--- src/rtl/cl_gen_pkg.sv ---
// Shared types for the Camera Link frame generator.
// Latency: n/a (types and constants only).
// Backpressure: n/a.
package cl_gen_pkg;

    localparam int DEF_TAPS  = 2;
    localparam int TAP_SHIFT = $clog2(DEF_TAPS);

    typedef enum logic [2:0] {
        IDLE = 3'd0,
        LEAD = 3'd1,
        LINE = 3'd2,
        HBL  = 3'd3,
        VBL  = 3'd4
    } state_e;

    typedef enum logic [1:0] {
        PAT_HRAMP   = 2'd0,
        PAT_VRAMP   = 2'd1,
        PAT_CHECKER = 2'd2,
        PAT_DIAG    = 2'd3
    } pattern_e;

endpackage

--- src/rtl/cl_pattern_gen.sv ---
// Maps pattern/column/line/frame to one beat of TAPS pixels, tap 0 in the LSBs.
// Latency: 1 cycle, so the beat lines up with the registered lval.
// Backpressure: none; output is forced to zero whenever en is low.
module cl_pattern_gen
    import cl_gen_pkg::*;
#(
    parameter int PIX_W = 12,
    parameter int TAPS  = DEF_TAPS,
    parameter int CNT_W = 16
) (
    input  logic                  sys_clk,
    input  logic                  sys_rst,
    input  logic                  en,
    input  pattern_e              pattern,
    input  logic [CNT_W-1:0]      col_base,
    input  logic [CNT_W-1:0]      line,
    input  logic [CNT_W-1:0]      frame,
    output logic [TAPS*PIX_W-1:0] pix_data
);

    // Arithmetic is done at the wider of the two widths, then truncated to PIX_W.
    localparam int VW = (PIX_W > CNT_W) ? PIX_W : CNT_W;

    logic [TAPS*PIX_W-1:0] pix_nxt;
    logic [VW-1:0]         col;
    logic [VW-1:0]         lin;
    logic [VW-1:0]         frm;
    logic [VW-1:0]         val;

    // Per-tap pixel value for the beat currently being emitted.
    always_comb begin
        pix_nxt = '0;
        col     = '0;
        lin     = VW'(line);
        frm     = VW'(frame);
        val     = '0;
        for (int t = 0; t < TAPS; t++) begin
            col = VW'(col_base) + VW'(t);
            case (pattern)
                PAT_HRAMP:   val = col;
                PAT_VRAMP:   val = lin;
                PAT_CHECKER: val = (col[3] ^ lin[3]) ? '1 : '0;
                default:     val = col + lin + frm;
            endcase
            pix_nxt[t*PIX_W +: PIX_W] = en ? val[PIX_W-1:0] : '0;
        end
    end

    // Register the beat so it appears together with lval/dval.
    always_ff @(posedge sys_clk) begin
        if (sys_rst) begin
            pix_data <= '0;
        end else begin
            pix_data <= pix_nxt;
        end
    end

endmodule

--- src/rtl/cl_frame_gen.sv ---
// Camera Link video source: FVAL/LVAL/DVAL plus multi-tap test-pattern pixels.
// Latency: outputs lag the internal state by 1 cycle; fval rises 1 cycle after start is taken.
// Backpressure: none; free-running once started, stop only ends at a frame boundary.
module cl_frame_gen
    import cl_gen_pkg::*;
#(
    parameter int PIX_W = 12,
    parameter int TAPS  = DEF_TAPS,
    parameter int CNT_W = 16
) (
    input  logic                  sys_clk,
    input  logic                  sys_rst,
    input  logic                  start,
    input  logic                  stop,
    input  logic                  continuous,
    input  logic [CNT_W-1:0]      image_width,
    input  logic [CNT_W-1:0]      image_height,
    input  logic [CNT_W-1:0]      hblank,
    input  logic [CNT_W-1:0]      vblank,
    input  logic [1:0]            pattern_sel,
    output logic                  fval,
    output logic                  lval,
    output logic                  dval,
    output logic [TAPS*PIX_W-1:0] pix_data,
    output logic                  busy,
    output logic                  frame_done,
    output logic                  cfg_err,
    output logic [CNT_W-1:0]      frame_cnt
);

    localparam int              SHIFT = $clog2(TAPS);
    localparam logic [CNT_W-1:0] ONE  = {{(CNT_W-1){1'b0}}, 1'b1};

    state_e           state, state_nxt;
    logic [CNT_W-1:0] cnt, cnt_nxt;
    logic [CNT_W-1:0] line, line_nxt;
    logic [CNT_W-1:0] sh_width, sh_height, sh_hblank, sh_vblank;
    pattern_e         sh_pat;
    logic             sh_cont;
    logic             stop_flag;
    logic             latch;
    logic             cfg_err_nxt;
    logic             done_nxt;
    logic             cfg_ok;
    logic [CNT_W-1:0] hb_len, vb_len, beats;
    logic [CNT_W-1:0] col_base;

    // Zero blanking is stretched to one cycle so the sync edges stay visible.
    assign hb_len   = (sh_hblank == '0) ? ONE : sh_hblank;
    assign vb_len   = (sh_vblank == '0) ? ONE : sh_vblank;
    assign beats    = sh_width >> SHIFT;
    assign col_base = cnt << SHIFT;
    assign cfg_ok   = (image_width != '0) && (image_height != '0) &&
                      ((image_width & CNT_W'(TAPS - 1)) == '0);

    // Next-state logic: cnt counts cycles within the current phase from zero.
    always_comb begin
        state_nxt   = state;
        cnt_nxt     = cnt + ONE;
        line_nxt    = line;
        latch       = 1'b0;
        cfg_err_nxt = 1'b0;
        done_nxt    = 1'b0;
        case (state)
            IDLE: begin
                cnt_nxt  = '0;
                line_nxt = '0;
                if (start) begin
                    if (cfg_ok) begin
                        latch     = 1'b1;
                        state_nxt = LEAD;
                    end else begin
                        cfg_err_nxt = 1'b1;
                    end
                end
            end
            LEAD: begin
                if (cnt == hb_len - ONE) begin
                    state_nxt = LINE;
                    cnt_nxt   = '0;
                end
            end
            LINE: begin
                if (cnt == beats - ONE) begin
                    state_nxt = HBL;
                    cnt_nxt   = '0;
                end
            end
            HBL: begin
                if (cnt == hb_len - ONE) begin
                    cnt_nxt = '0;
                    if (line == sh_height - ONE) begin
                        state_nxt = VBL;
                        line_nxt  = '0;
                    end else begin
                        state_nxt = LINE;
                        line_nxt  = line + ONE;
                    end
                end
            end
            VBL: begin
                if (cnt == vb_len - ONE) begin
                    done_nxt = 1'b1;
                    cnt_nxt  = '0;
                    // A stop arriving on the very last blanking cycle still counts.
                    if (sh_cont && !stop_flag && !stop) begin
                        latch     = 1'b1;
                        state_nxt = LEAD;
                    end else begin
                        state_nxt = IDLE;
                    end
                end
            end
            default: begin
                state_nxt = IDLE;
                cnt_nxt   = '0;
                line_nxt  = '0;
            end
        endcase
    end

    // State, counters, config shadow, sticky stop and registered status outputs.
    always_ff @(posedge sys_clk) begin
        if (sys_rst) begin
            state      <= IDLE;
            cnt        <= '0;
            line       <= '0;
            sh_width   <= '0;
            sh_height  <= '0;
            sh_hblank  <= '0;
            sh_vblank  <= '0;
            sh_pat     <= PAT_HRAMP;
            sh_cont    <= 1'b0;
            stop_flag  <= 1'b0;
            fval       <= 1'b0;
            lval       <= 1'b0;
            dval       <= 1'b0;
            busy       <= 1'b0;
            frame_done <= 1'b0;
            cfg_err    <= 1'b0;
            frame_cnt  <= '0;
        end else begin
            state <= state_nxt;
            cnt   <= cnt_nxt;
            line  <= line_nxt;
            if (latch) begin
                sh_width  <= image_width;
                sh_height <= image_height;
                sh_hblank <= hblank;
                sh_vblank <= vblank;
                sh_pat    <= pattern_e'(pattern_sel);
                sh_cont   <= continuous;
            end
            if (state == IDLE) begin
                stop_flag <= 1'b0;
            end else if (stop) begin
                stop_flag <= 1'b1;
            end
            fval       <= (state == LEAD) || (state == LINE) || (state == HBL);
            lval       <= (state == LINE);
            dval       <= (state == LINE);
            busy       <= (state != IDLE);
            frame_done <= done_nxt;
            cfg_err    <= cfg_err_nxt;
            if (done_nxt) begin
                frame_cnt <= frame_cnt + ONE;
            end
        end
    end

    cl_pattern_gen #(
        .PIX_W (PIX_W),
        .TAPS  (TAPS),
        .CNT_W (CNT_W)
    ) u_pattern (
        .sys_clk  (sys_clk),
        .sys_rst  (sys_rst),
        .en       (state == LINE),
        .pattern  (sh_pat),
        .col_base (col_base),
        .line     (line),
        .frame    (frame_cnt),
        .pix_data (pix_data)
    );

endmodule

--- config.mk ---
export PLATFORM = sky130hd
export DESIGN_NAME = cl_frame_gen
export DESIGN_NICKNAME = d
export VERILOG_FILES = /design/src/rtl/cl_gen_pkg.sv /design/src/rtl/cl_pattern_gen.sv /design/src/rtl/cl_frame_gen.sv
export SDC_FILE = /design/constraint.sdc
export NUM_CORES = 1
export LEC_CHECK = 0
export ABC_AREA = 1
export BUFFER_PORTS_ARGS = -buffer_cell sky130_fd_sc_hd__buf_2
export CAP_MARGIN = 20
export CORE_ASPECT_RATIO = 0.5
export CORE_MARGIN = 3
export CORE_UTILIZATION = 55
export CTS_BUF_LIST = sky130_fd_sc_hd__clkbuf_16
export DETAILED_ROUTE_END_ITERATION = 6
export PLACE_DENSITY = 0.74
export RECOVER_POWER = 25
export SLEW_MARGIN = 25
export SYNTH_ARGS = -nofsm -noshare
export SYNTH_HDL_FRONTEND = slang
export SYNTH_SLANG_ARGS = --single-unit
--- constraint.sdc ---
create_clock -name sys_clk -period 3.3 [get_ports sys_clk]
set_clock_uncertainty 0.2 [all_clocks]
set_input_delay 0.33 -clock sys_clk [delete_from_list [all_inputs] [get_ports sys_clk]]
set_output_delay 0.33 -clock sys_clk [all_outputs]
set_load 0.1 [all_outputs]
**After elaboration in Yosys (flattened, before gate mapping)**

Index checks and enable logic that the tools add are counted.

- Bits in registers: 148
- Input bits: 71
- Output and inout bits: 46

- $add $sub $neg: 12
- Eq/ne operators: 16
- Muxes and demuxes: 30
- Bitwise gates (word level): 6
- Reductions and logical operators: 23

Operator list:

| operator | number |
|---|---|
| 16-bit 2-to-1 mux | 7 |
| 12-bit one-hot mux with 3 select lines | 2 |
| 16-bit == test | 4 |
| 12-bit adder | 4 |
| 16-bit by 1-bit adder with 16-bit output, second input constant | 3 |
| 16-bit logical NOT | 3 |
| 16-bit one-hot mux with 3 select lines | 1 |
| 16-bit by 1-bit subtractor with 16-bit output, second input constant | 3 |
| 16-bit one-hot mux with 2 select lines | 1 |
| 16-bit nonzero test | 2 |
| 12-bit 2-to-1 mux | 2 |
| 3-bit 2-to-1 mux | 7 |
| 15-bit by 1-bit subtractor with 16-bit output, second input constant | 1 |
| 3-bit one-hot mux with 5 select lines | 1 |
| 12-bit by 1-bit adder with 12-bit output, second input constant | 1 |
| 2-bit != test, second input constant | 6 |
| 1-bit 2-to-1 mux | 8 |
| 3-bit by 2-bit == test with 1-bit output, second input constant | 2 |
| 6-bit AND reduction | 1 |
| 2-bit OR reduction | 3 |
| 3-bit OR reduction | 2 |
| 1-bit logical AND | 4 |
| 1-bit inverter | 4 |
| 3-bit by 1-bit == test with 1-bit output, second input constant | 1 |
| other kinds (11) | 14 |

**Logic depth before layout (Yosys ltp)**

Gate-level depths: netlist of run 1.

- Depth after elaboration: 6
- Gate-level depth with buffers: 27
- Gate-level depth less buffers: 24

**Modules after synthesis**

A second synthesis of run 1 with hierarchy kept.

- Cells, all modules: 1843
- Area total of the unflattened synthesis: 11607.4 um^2

By module, submodules not included:

| module | instances | cells each | area an instance (um^2) | seq. area each (um^2) |
|---|---|---|---|---|
| cl_frame_gen | 1 | 1391 | 8580.7 | 2462.4 |
| cl_pattern_gen | 1 | 452 | 3026.7 | 480.5 |

**Least setup slack after synthesis of run 1**

No wires, ideal clock.

- Kind: register to register
- Start point: reg frame_cnt[7]
- End point: reg u_pattern.pix_data[10]
- Setup time: 0.132 ns
- Arrival: 2.864 ns
- Data required time: 2.968 ns
- Path slack: 0.104 ns
- Cell stages (with the launch flop): 10
- Buffers on the path: 1
- Cells stage by stage: dfxtp_1 fa_1 ha_1 clkbuf_1 a21o_1 a221oi_1 o21ai_0 xor2_1 nand2_1 a21oi_1

- Word-level cells in the longest chain between the ends: 2

Ends and longest elaborated chain:

| element | line | RTL |
|---|---|---|
| start, declared | cl_frame_gen.sv:28 | `output logic [CNT_W-1:0] frame_cnt` |
| start signal, assigned | cl_frame_gen.sv:166 | `frame_cnt <= frame_cnt + ONE;` |
| 12-bit adder | cl_pattern_gen.sv:43 | `default: val = col + lin + frm;` |
| 12-bit one-hot mux with 3 select lines | cl_pattern_gen.sv:39 | `case (pattern)` |
| end signal, assigned | cl_pattern_gen.sv:54 | `pix_data <= pix_nxt;` |
| end, declared | cl_pattern_gen.sv:18 | `output logic [TAPS*PIX_W-1:0] pix_data` |

Every way passes these cells.
A chain may end at the register's enable or synchronous reset.

**Final worst setup path of run 1**

- Start point: reg sh_vblank[5]
- End point: reg sh_hblank[15]

- Word-level cells in the longest chain between the ends: 6

Ends and longest elaborated chain:

| element | line | RTL |
|---|---|---|
| start, declared | cl_frame_gen.sv:37 | `logic [CNT_W-1:0] sh_width, sh_height, sh_hblank, sh_vblank;` |
| start signal, assigned | cl_frame_gen.sv:150 | `sh_vblank <= vblank;` |
| 16-bit logical NOT | cl_frame_gen.sv:50 | `assign vb_len = (sh_vblank == '0) ? ONE : sh_vblank;` |
| 16-bit 2-to-1 mux * | cl_frame_gen.sv:50 |  |
| 16-bit by 1-bit subtractor with 16-bit output * | cl_frame_gen.sv:102 | `if (cnt == vb_len - ONE) begin` |
| 16-bit == test * | cl_frame_gen.sv:102 |  |
| 1-bit 2-to-1 mux * | cl_frame_gen.sv:102 |  |
| 1-bit one-hot mux with 2 select lines * | cl_frame_gen.sv:64 | `case (state)` |
| end signal, assigned | cl_frame_gen.sv:149 | `sh_hblank <= hblank;` |
| end, declared | cl_frame_gen.sv:37 |  |

Every way passes the cells marked *; elsewhere a longest branch is shown, timed or not.

==> flow_summary.ini, run 1 <==
[grt]
grt_pass1_vias = 9618
grt_pass1_wl_um = 46800
grt_antenna_before_repair = 0
grt_max_degree = 49
grt_usage_pct = 28.9
grt-ovfl-total = 0

[setup_path]
crit_start = sh_vblank[5]
path_buf_inv = 4
critical_path_class = flip-flop to flip-flop
r2r_start = sh_vblank[5]
worstPathRequired_ns = 3.42
crit_fanout = 9
arrival_ns = 3.28
cp-end-kind = flip-flop
crit_path_start_kind = flip-flop
critical-path-top-delay-family = simple AND/OR/NAND/NOR gates
slowest_delay_ns = 0.37
cp_slowest_cell = dfxtp_4
critPathMostFrequentCell = nand2_1

[place]
port_buffers = 116
dp_hpwl_um = 22400
routabilityCongestion = 0.963
dp_slack_ns = 0.0513

[synthesis]
syn_nets = 1750
ys_seq_area_share_pct = 28.9
yosys_warnings = 0
avgSynthCellArea_um2 = 6.19
synth-seq-cells = 147
syn_inst = 1647
netlist_area_mm2 = 0.0102
synth_cell_types = 39

[hold_path]
holdCritStartpoint = vblank[3]
hold_class = input pin to flip-flop

[timing]
relSlewSlack_pct = 20.7
worst_pin_slew_ns = 1.19
whs_ns = 0.00625
fin_crit_sh_pct = 95.9
fmax_mhz = 316
setup_ws_ns = 0.136
finalSetupViolCount = 0
tns_ns = 0
hold_violations = 0
period_minus_slack_ns = 3.16
maxSlewViolCount = 0

[layout]
syn2layout_area_growth_pct = 22.2
layout.nets = 1925
drive_above_1_share_pct = 12.3
post-route-util_pct = 70.1
diodes = 0

[die]
coreArea_mm2 = 0.0178
die_area_mm2 = 0.0203
die_y_um = 102
dieWidth_um = 199
io_pins = 117
fp-row-count = 34
initial_core_util_pct = 57.3

[routing]
avgViaCountPerCell = 5.33
routed_wl_um = 31200
vias = 11021
wire_per_inst_um = 15.1
dr.pass1.iters = 6
drt_iter0_markers = 968
drcViolationCount = 0
drtAntennaViolNets = 0

[outcome]
status = completed

[clocking]
clockBufferDepth = 2
clock_sinks = 147
insertion_delay_ns = 0.43
cts_root_buf = clkbuf_16
clkTransAtPathRegs_ns = 0.07
htreeDepth = 4
cts_tree = yes
numCtsBuffers = 17

[power]
power_density_mw_per_mm2 = 516
p_leak_nw = 6.14
vdd_ir_drop_max_uv = 368

[flow_run]
maxCapViolCount = 0
## tightest hold or removal path, delay by kind of cell
family / cells / cell delay [ns]
buffers and inverters: 2 / 0.11
AND/OR/NAND/NOR: 3 / 0.16
## logic make-up (layout without fill, tap and decap cells)
kind of cell	Yosys count	in the layout	share of synthesized area (%)
AND/OR/NAND/NOR	965	965	39.1
buffers and inverters	279	467	11.0
flip-flops	147	147	28.9
AO/OA/AOI/OAI	117	117	6.50
XOR/XNOR	107	107	9.73
adder cells (fa/ha/maj)	32	32	4.81
## timing repair
item                                   in CTS  in global routing
resized for setup                           1                 52
setup buffers                               0                  5
setup endpoints to repair                   2                115
pin swaps                                   0                 16
gates cloned                                0                 12
endpoints found under the hold margin      36                  0
hold buffers                               35                  0
## metrics by stage
| stage | instance area (µm²) | std cells | power (W) |
|---|---|---|---|
| after floorplan | 10200 | 1647 | 0.00375 |
| after global placement | 11200 | 1985 | 0.00422 |
| after detailed placement | 11200 | 1985 | 0.00428 |
| after CTS | 12100 | 2052 | 0.00617 |
| after global routing | 12500 | 2069 | 0.00682 |
| final | 12500 | 2069 | 0.00643 |
## power breakdown
group	switching (W)	total, W	internal (W)
registers	0.000163	0.00208	0.00191
logic	0.00152	0.00249	0.000966
clock network	0.000875	0.00186	0.000985
## worst paths after layout
| path | depth (start not counted) | slack [ns] | to |
|---|---|---|---|
| worst max-delay path | 25 | 0.14 | sh_hblank[15] |
| worst min-delay path | 5 | 0.006 | sh_vblank[3] |
| worst max register to register | 25 | 0.14 | sh_hblank[15] |
| worst min register to register | 2 | 0.29 | frame_cnt[13] |
## layout by cell type, fill, tap and decap left out, types with 24 or more instances in the layout
cell type	count
nand2_1	448
buf_2	73
inv_1	215
nand3_1	107
clkbuf_1	44
nand4_1	34
buf_4	43
a21oi_1	69
xor2_1	67
dfxtp_1	131
nor3_1	26
xnor2_1	34
nor2_1	293
clkbuf_16	25
o21ai_0	24
dlygate4sd3_1	35
## registers in the layout, summed over array words and instances, names as in the netlist, 2 cells and up
signal              flops
state                   3
line                   16
sh_hblank              16
sh_height              16
sh_pat                  2
frame_cnt              16
cnt                    16
sh_width               15
sh_vblank              16
u_pattern.pix_data     24
## cell type report
| class | count | area, µm² |
|---|---|---|
| Clock inverter | 15 | 124 |
| Sequential cell | 147 | 2980 |
| Multi-Input combinational cell | 1221 | 6240 |
| Inverter | 221 | 830 |
| Clock buffer | 17 | 425 |
| Tap cell | 234 | 293 |
| Timing Repair Buffer | 214 | 1570 |
| Fill cell | 1538 | 5320 |
## Yosys cell counts
master,n,area share (%)
nand3_2,1,0.098
nor3_1,27,1.3
o21a_1,1,0.074
nand4_1,34,2.1
or2_2,10,0.61
xnor2_1,36,3.1
nand3b_1,7,0.52
xnor3_1,4,0.88
nor2_2,4,0.25
clkinv_1,3,0.11
nand2_2,1,0.061
a21oi_1,69,3.4
inv_1,216,8.0
buf_4,3,0.22
o21ai_2,1,0.086
nor2b_1,1,0.061
o21bai_1,2,0.15
o21ai_0,24,1.2
buf_1,6,0.22
dfxtp_1,147,29
buf_2,10,0.49
a21o_1,3,0.22
inv_2,2,0.074
nor2_1,302,11
a21boi_2,1,0.11
a221oi_1,12,1.0
o31ai_1,1,0.074
a31oi_1,1,0.061
buf_6,7,0.77
clkbuf_1,32,1.2
a211oi_1,1,0.074
and3_1,1,0.061
xor2_1,67,5.8
o22ai_1,1,0.061
nand3_1,107,5.3
ha_1,20,2.5
fa_1,12,2.4
nor4_1,14,0.86
nand2_1,456,17
## layer usage
metal	vias up	wire (µm)	global-route usage [%]
li1	5486	-	-
met1	5046	14200	40.4
met2	447	14100	47.1
met3	42	2570	4.45
met4	0	408	7.50
met5	-	0	0
Power figures use the tool's default switching activity.
==> inputs of run 2 (changes only) <==
--- a/config.mk
+++ b/config.mk
@@ -10,10 +10,10 @@
 export CAP_MARGIN = 20
 export CORE_ASPECT_RATIO = 0.5
 export CORE_MARGIN = 3
-export CORE_UTILIZATION = 55
+export CORE_UTILIZATION = 31
 export CTS_BUF_LIST = sky130_fd_sc_hd__clkbuf_16
 export DETAILED_ROUTE_END_ITERATION = 6
-export PLACE_DENSITY = 0.74
+export PLACE_DENSITY = 0.46
 export RECOVER_POWER = 25
 export SLEW_MARGIN = 25
 export SYNTH_ARGS = -nofsm -noshare
==> flow_summary.ini, run 2 (synthesized netlist as in run 1, its figures left out) <==
[layout]
layout.nets = 1967
mostFrequentLayoutCell = nand2_1
top_register = u_pattern.pix_data
syn2layout_area_growth_pct = 29.4
layout_common_cells = nand2_1, nor2_1, inv_1, dfxtp_1, nand3_1
largest_reg_flops = 24
fin_cells = 2308
drive_above_1_share_pct = 12.5
diodes = 0

[timing]
whs_ns = 0.0374
rsz0062_at_grt = true
finalSetupViolCount = 0
relSlewSlack_pct = 18.5
fin_crit_sh_pct = 94.1
maxSlewViolCount = 0
worst_pin_slew_ns = 1.23
hold_violations = 0
fmax_mhz = 322
period_minus_slack_ns = 3.11

[place]
port_buffers = 116
dp_hpwl_um = 24700
dp.cells = 2204
routabilityCongestion = 0.863

[grt]
grt-ovfl-total = 0
grt_usage_pct = 18.0
grt_pass1_vias = 9781
grt_pass1_wl_um = 51000
grt_max_degree = 51
grt_antenna_before_repair = 0

[hold_path]
hold_depth = 5
hold_class = input pin to flip-flop

[routing]
avgViaCountPerCell = 4.55
drt_iter0_markers = 630
dr.pass1.iters = 7
routed_wl_um = 32300
vias = 10505
drtAntennaViolNets = 0
wire_per_inst_um = 14.0
drcViolationCount = 0

[die]
initial_core_util_pct = 31.8
die_area_mm2 = 0.0352
fp-row-count = 46
die_y_um = 134
io_pins = 117
coreArea_mm2 = 0.0321
dieWidth_um = 262

[setup_path]
cp_num_cells = 23
worstPathRequired_ns = 3.47
crit_fanout = 8
path_buf_inv = 5
cp-end-kind = flip-flop
arrival_ns = 3.28
worstPathCellList = nor2_1, nand2_2, nor2_4, nand2_2, nand2_2, inv_1, ha_2, nand2_4, inv_1, nand2_2, nand2_1, nand2_1, nand2_1, nor2_1, nand3_1, nor2_2, nand3_2, buf_4, buf_4, nor2_4, buf_4, nand2_1, a21oi_1
rr_worst_depth = 23
critical_path_class = flip-flop to flip-flop
critical-path-top-delay-family = simple AND/OR/NAND/NOR gates
cp_slowest_cell = dfxtp_1
slowest_delay_ns = 0.31
crit_path_start_kind = flip-flop

[clocking]
clkTransAtPathRegs_ns = 0.07
numCtsBuffers = 17
clock_sinks = 147
htreeDepth = 4
clockBufferDepth = 2
cts_root_buf = clkbuf_16
cts_tree = yes
insertion_delay_ns = 0.45

[power]
fin_total_pwr_w = 0.00676
power_density_mw_per_mm2 = 512
vdd_ir_drop_max_uv = 306
p_leak_nw = 6.39

[flow_run]
maxCapViolCount = 0

[outcome]
status = completed
-- run 2: repair_timing --
item	4_1_cts	5_1_grt
hold buffers	61	0
resized for setup	0	39
setup buffers	0	4
endpoints found under the setup margin	0	115
endpoints found under the hold margin	61	0
-- run 2: through the flow --
step	setup WS (ns)	setup TNS (ns)	util [%]	area [µm²]
detailed placement	0.0289	0	36.3	11600
global route	-0.0761	-3.91	41.2	13200
CTS	0.00520	0	40.2	12900
floorplan	0.104	0	-	10200
global placement	0.0428	0	36.3	11600
finish	0.193	0	41.2	13200
-- run 2: worst reg2reg max path, stage by stage (launching register included) --
cell	delay, ns
dfxtp_1	0.31
nor2_1	0.15
nand2_2	0.10
nor2_4	0.13
nand2_2	0.07
nand2_2	0.07
inv_1	0.04
ha_2	0.20
nand2_4	0.08
inv_1	0.08
nand2_2	0.07
nand2_1	0.05
nand2_1	0.07
nand2_1	0.05
nor2_1	0.09
nand3_1	0.08
nor2_2	0.13
nand3_2	0.13
buf_4	0.17
buf_4	0.13
nor2_4	0.19
buf_4	0.21
nand2_1	0.06
a21oi_1	0.15
-- run 2: worst paths after layout --
kind	from	to	slack [ns]
min	image_height[7]	sh_height[7]	0.04
min reg2reg	sh_hblank[1]	sh_hblank[1]	0.29
max	sh_vblank[6]	frame_cnt[13]	0.19
max reg2reg	sh_vblank[6]	frame_cnt[13]	0.19
-- run 2: final cells by class --
cell class | instances | area [µm²]
tap | 432 | 541
fill | 3505 | 18900
clock inverter | 14 | 226
inverter | 221 | 830
clock buffer | 17 | 425
timing repair buffer | 256 | 2000
sequential | 147 | 2950
multi-input combinational | 1221 | 6220
-- run 2: layer usage --
| metal | up-vias | global-route usage (%) | routed length, µm |
|---|---|---|---|
| li1 | 5571 | - | - |
| met1 | 4727 | 26.3 | 17200 |
| met2 | 182 | 27.1 | 13400 |
| met3 | 25 | 3.46 | 1220 |
| met4 | 0 | 4.46 | 444 |
| met5 | - | 0 | 0 |
-- run 2: power breakdown --
part	switching [W]	total, W	internal, W
Combinational	0.00149	0.00252	0.00103
Sequential	0.000141	0.00205	0.00191
Clock	0.000843	0.00219	0.00135
==> inputs of run 3 (changes only) <==
==> constraint.sdc (replaced) <==
create_clock -name sys_clk -period 3.35 [get_ports sys_clk]
set_clock_uncertainty 0.2 [all_clocks]
set_input_delay 0.335 -clock sys_clk [delete_from_list [all_inputs] [get_ports sys_clk]]
set_output_delay 0.335 -clock sys_clk [all_outputs]
set_load 0.1 [all_outputs]
==> flow_summary.ini, run 3 (synthesized netlist as in run 1, its figures left out) <==
[outcome]
status = completed

[layout]
drive_above_1_share_pct = 12.0
layout_common_cells = nand2_1, nor2_1, inv_1, dfxtp_1, nand3_1
post-route-util_pct = 40.6
layout.nets = 1967
fin_cells = 2308
largest_reg_flops = 24
mostFrequentLayoutCell = nand2_1
diodes = 0
syn2layout_area_growth_pct = 27.6
design_area_mm2 = 0.0130
top_register = u_pattern.pix_data

[clocking]
clock_sinks = 147
clockBufferDepth = 2
cts_root_buf = clkbuf_16
cts_tree = yes
numCtsBuffers = 17
insertion_delay_ns = 0.45
clkTransAtPathRegs_ns = 0.06
htreeDepth = 4

[timing]
worst_pin_slew_ns = 1.20
fin_crit_sh_pct = 92.2
period_minus_slack_ns = 3.09
maxSlewViolCount = 0
fmax_mhz = 324
relSlewSlack_pct = 20.5
finalSetupViolCount = 0
hold_violations = 0

[place]
dp.cells = 2197
dp_hpwl_um = 24800
place_area_mm2 = 0.0115
routabilityCongestion = 0.881
port_buffers = 116

[routing]
wire_per_inst_um = 14.5
avgViaCountPerCell = 4.56
vias = 10532
drtAntennaViolNets = 0
dr.pass1.iters = 5
drcViolationCount = 0
drt_iter0_markers = 619
routed_wl_um = 33500

[grt]
grt_max_degree = 47
grt_pass1_wl_um = 52100
grt_usage_pct = 18.5
grt_antenna_before_repair = 0
grt-ovfl-total = 0
grt_pass1_vias = 9960

[setup_path]
cp-end-kind = flip-flop
r2r_end = sh_vblank[0]
rr_worst_depth = 23
crit_path_start_kind = flip-flop
worstPathRequired_ns = 3.49
critical_path_class = flip-flop to flip-flop
arrival_ns = 3.23
r2r_start = sh_vblank[9]
crit_fanout = 11
reg2reg_slack_ns = 0.26

[die]
coreArea_mm2 = 0.0321
io_pins = 117
initial_core_util_pct = 31.8
die_y_um = 134
die_area_mm2 = 0.0352
dieWidth_um = 262
fp-row-count = 46

[hold_path]
holdCritStartpoint = image_width[15]
whs_endpoint = sh_width[15]
hold_class = input pin to flip-flop
hold_depth = 5

[flow_run]
maxCapViolCount = 0

[power]
vdd_ir_drop_max_uv = 276
power_density_mw_per_mm2 = 478
p_leak_nw = 6.30
fin_total_pwr_w = 0.00622
-- run 3: cell type report --
type,count,area [µm²]
Sequential cell,147,2950
Clock inverter,14,76.3
Tap cell,432,541
Multi-Input combinational cell,1221,6210
Fill cell,3529,19000
Inverter,221,830
Clock buffer,17,425
Timing Repair Buffer,256,1980
-- run 3: report_power, final --
part	internal [W]	total, W	leakage, nW	switching (W)
combinational	0.000987	0.00249	4.85	0.00151
clock	0.000919	0.00170	0.251	0.000783
sequential	0.00188	0.00202	1.20	0.000139
total	0.00379	0.00622	6.30	0.00243
-- run 3: repair_timing --
item,4_1_cts,5_1_grt
endpoints found under the setup margin,0,109
hold endpoints to repair,63,0
setup buffers,0,7
gates resized for setup,0,40
hold buffers,63,0
-- run 3: worst max-delay path by stage --
| stage | start | end | slack [ns] | depth (start not counted) |
|---|---|---|---|---|
| floorplan | frame_cnt[7] | u_pattern.pix_data[10] | 0.15 | 9 |
| global placement | sh_vblank[6] | sh_vblank[10] | 0.20 | 25 |
| detailed placement | sh_vblank[6] | sh_vblank[6] | 0.12 | 25 |
| CTS | sh_vblank[6] | sh_vblank[6] | 0.10 | 25 |
| global route | sh_vblank[1] | sh_vblank[15] | -0.0005 | 25 |
| finish | sh_vblank[9] | sh_vblank[0] | 0.26 | 23 |
-- run 3: worst max-delay path, cell delays in order, from the launching register on --
cell	delay, ns
dfxtp_1	0.32
nor2_2	0.14
nand2_2	0.09
nor2_4	0.12
nand2_2	0.06
nand2_2	0.06
inv_1	0.04
ha_2	0.19
nand2_2	0.12
nor2_4	0.07
nand2_1	0.07
nand2_1	0.06
xnor2_1	0.19
nand2_1	0.08
nor2_1	0.14
nand3_2	0.14
nor2_1	0.12
nand2_1	0.09
o21ai_4	0.12
buf_12	0.21
clkbuf_16	0.18
nand2_1	0.05
nand2_1	0.06
nor2_1	0.04
-- run 3: metrics by stage --
step | TNS, ns | setup slack, ns | hold slack, ns
final | 0 | 0.263 | 0.0365
after global routing | -0.000467 | -0.000467 | 0.0308
after CTS | 0 | 0.105 | 0.00362
after detailed placement | 0 | 0.124 | 0.272
after global placement | 0 | 0.199 | 0.269
after floorplan | 0 | 0.154 | 0.254
-- run 3: metal layers --
layer  GRT usage (%)  wire length, µm  vias up
li1                -                -     5560
met1            26.8            17900     4791
met2            28.2            14000      160
met3            3.68             1220       21
met4            3.81              348        0
met5               0                0        -
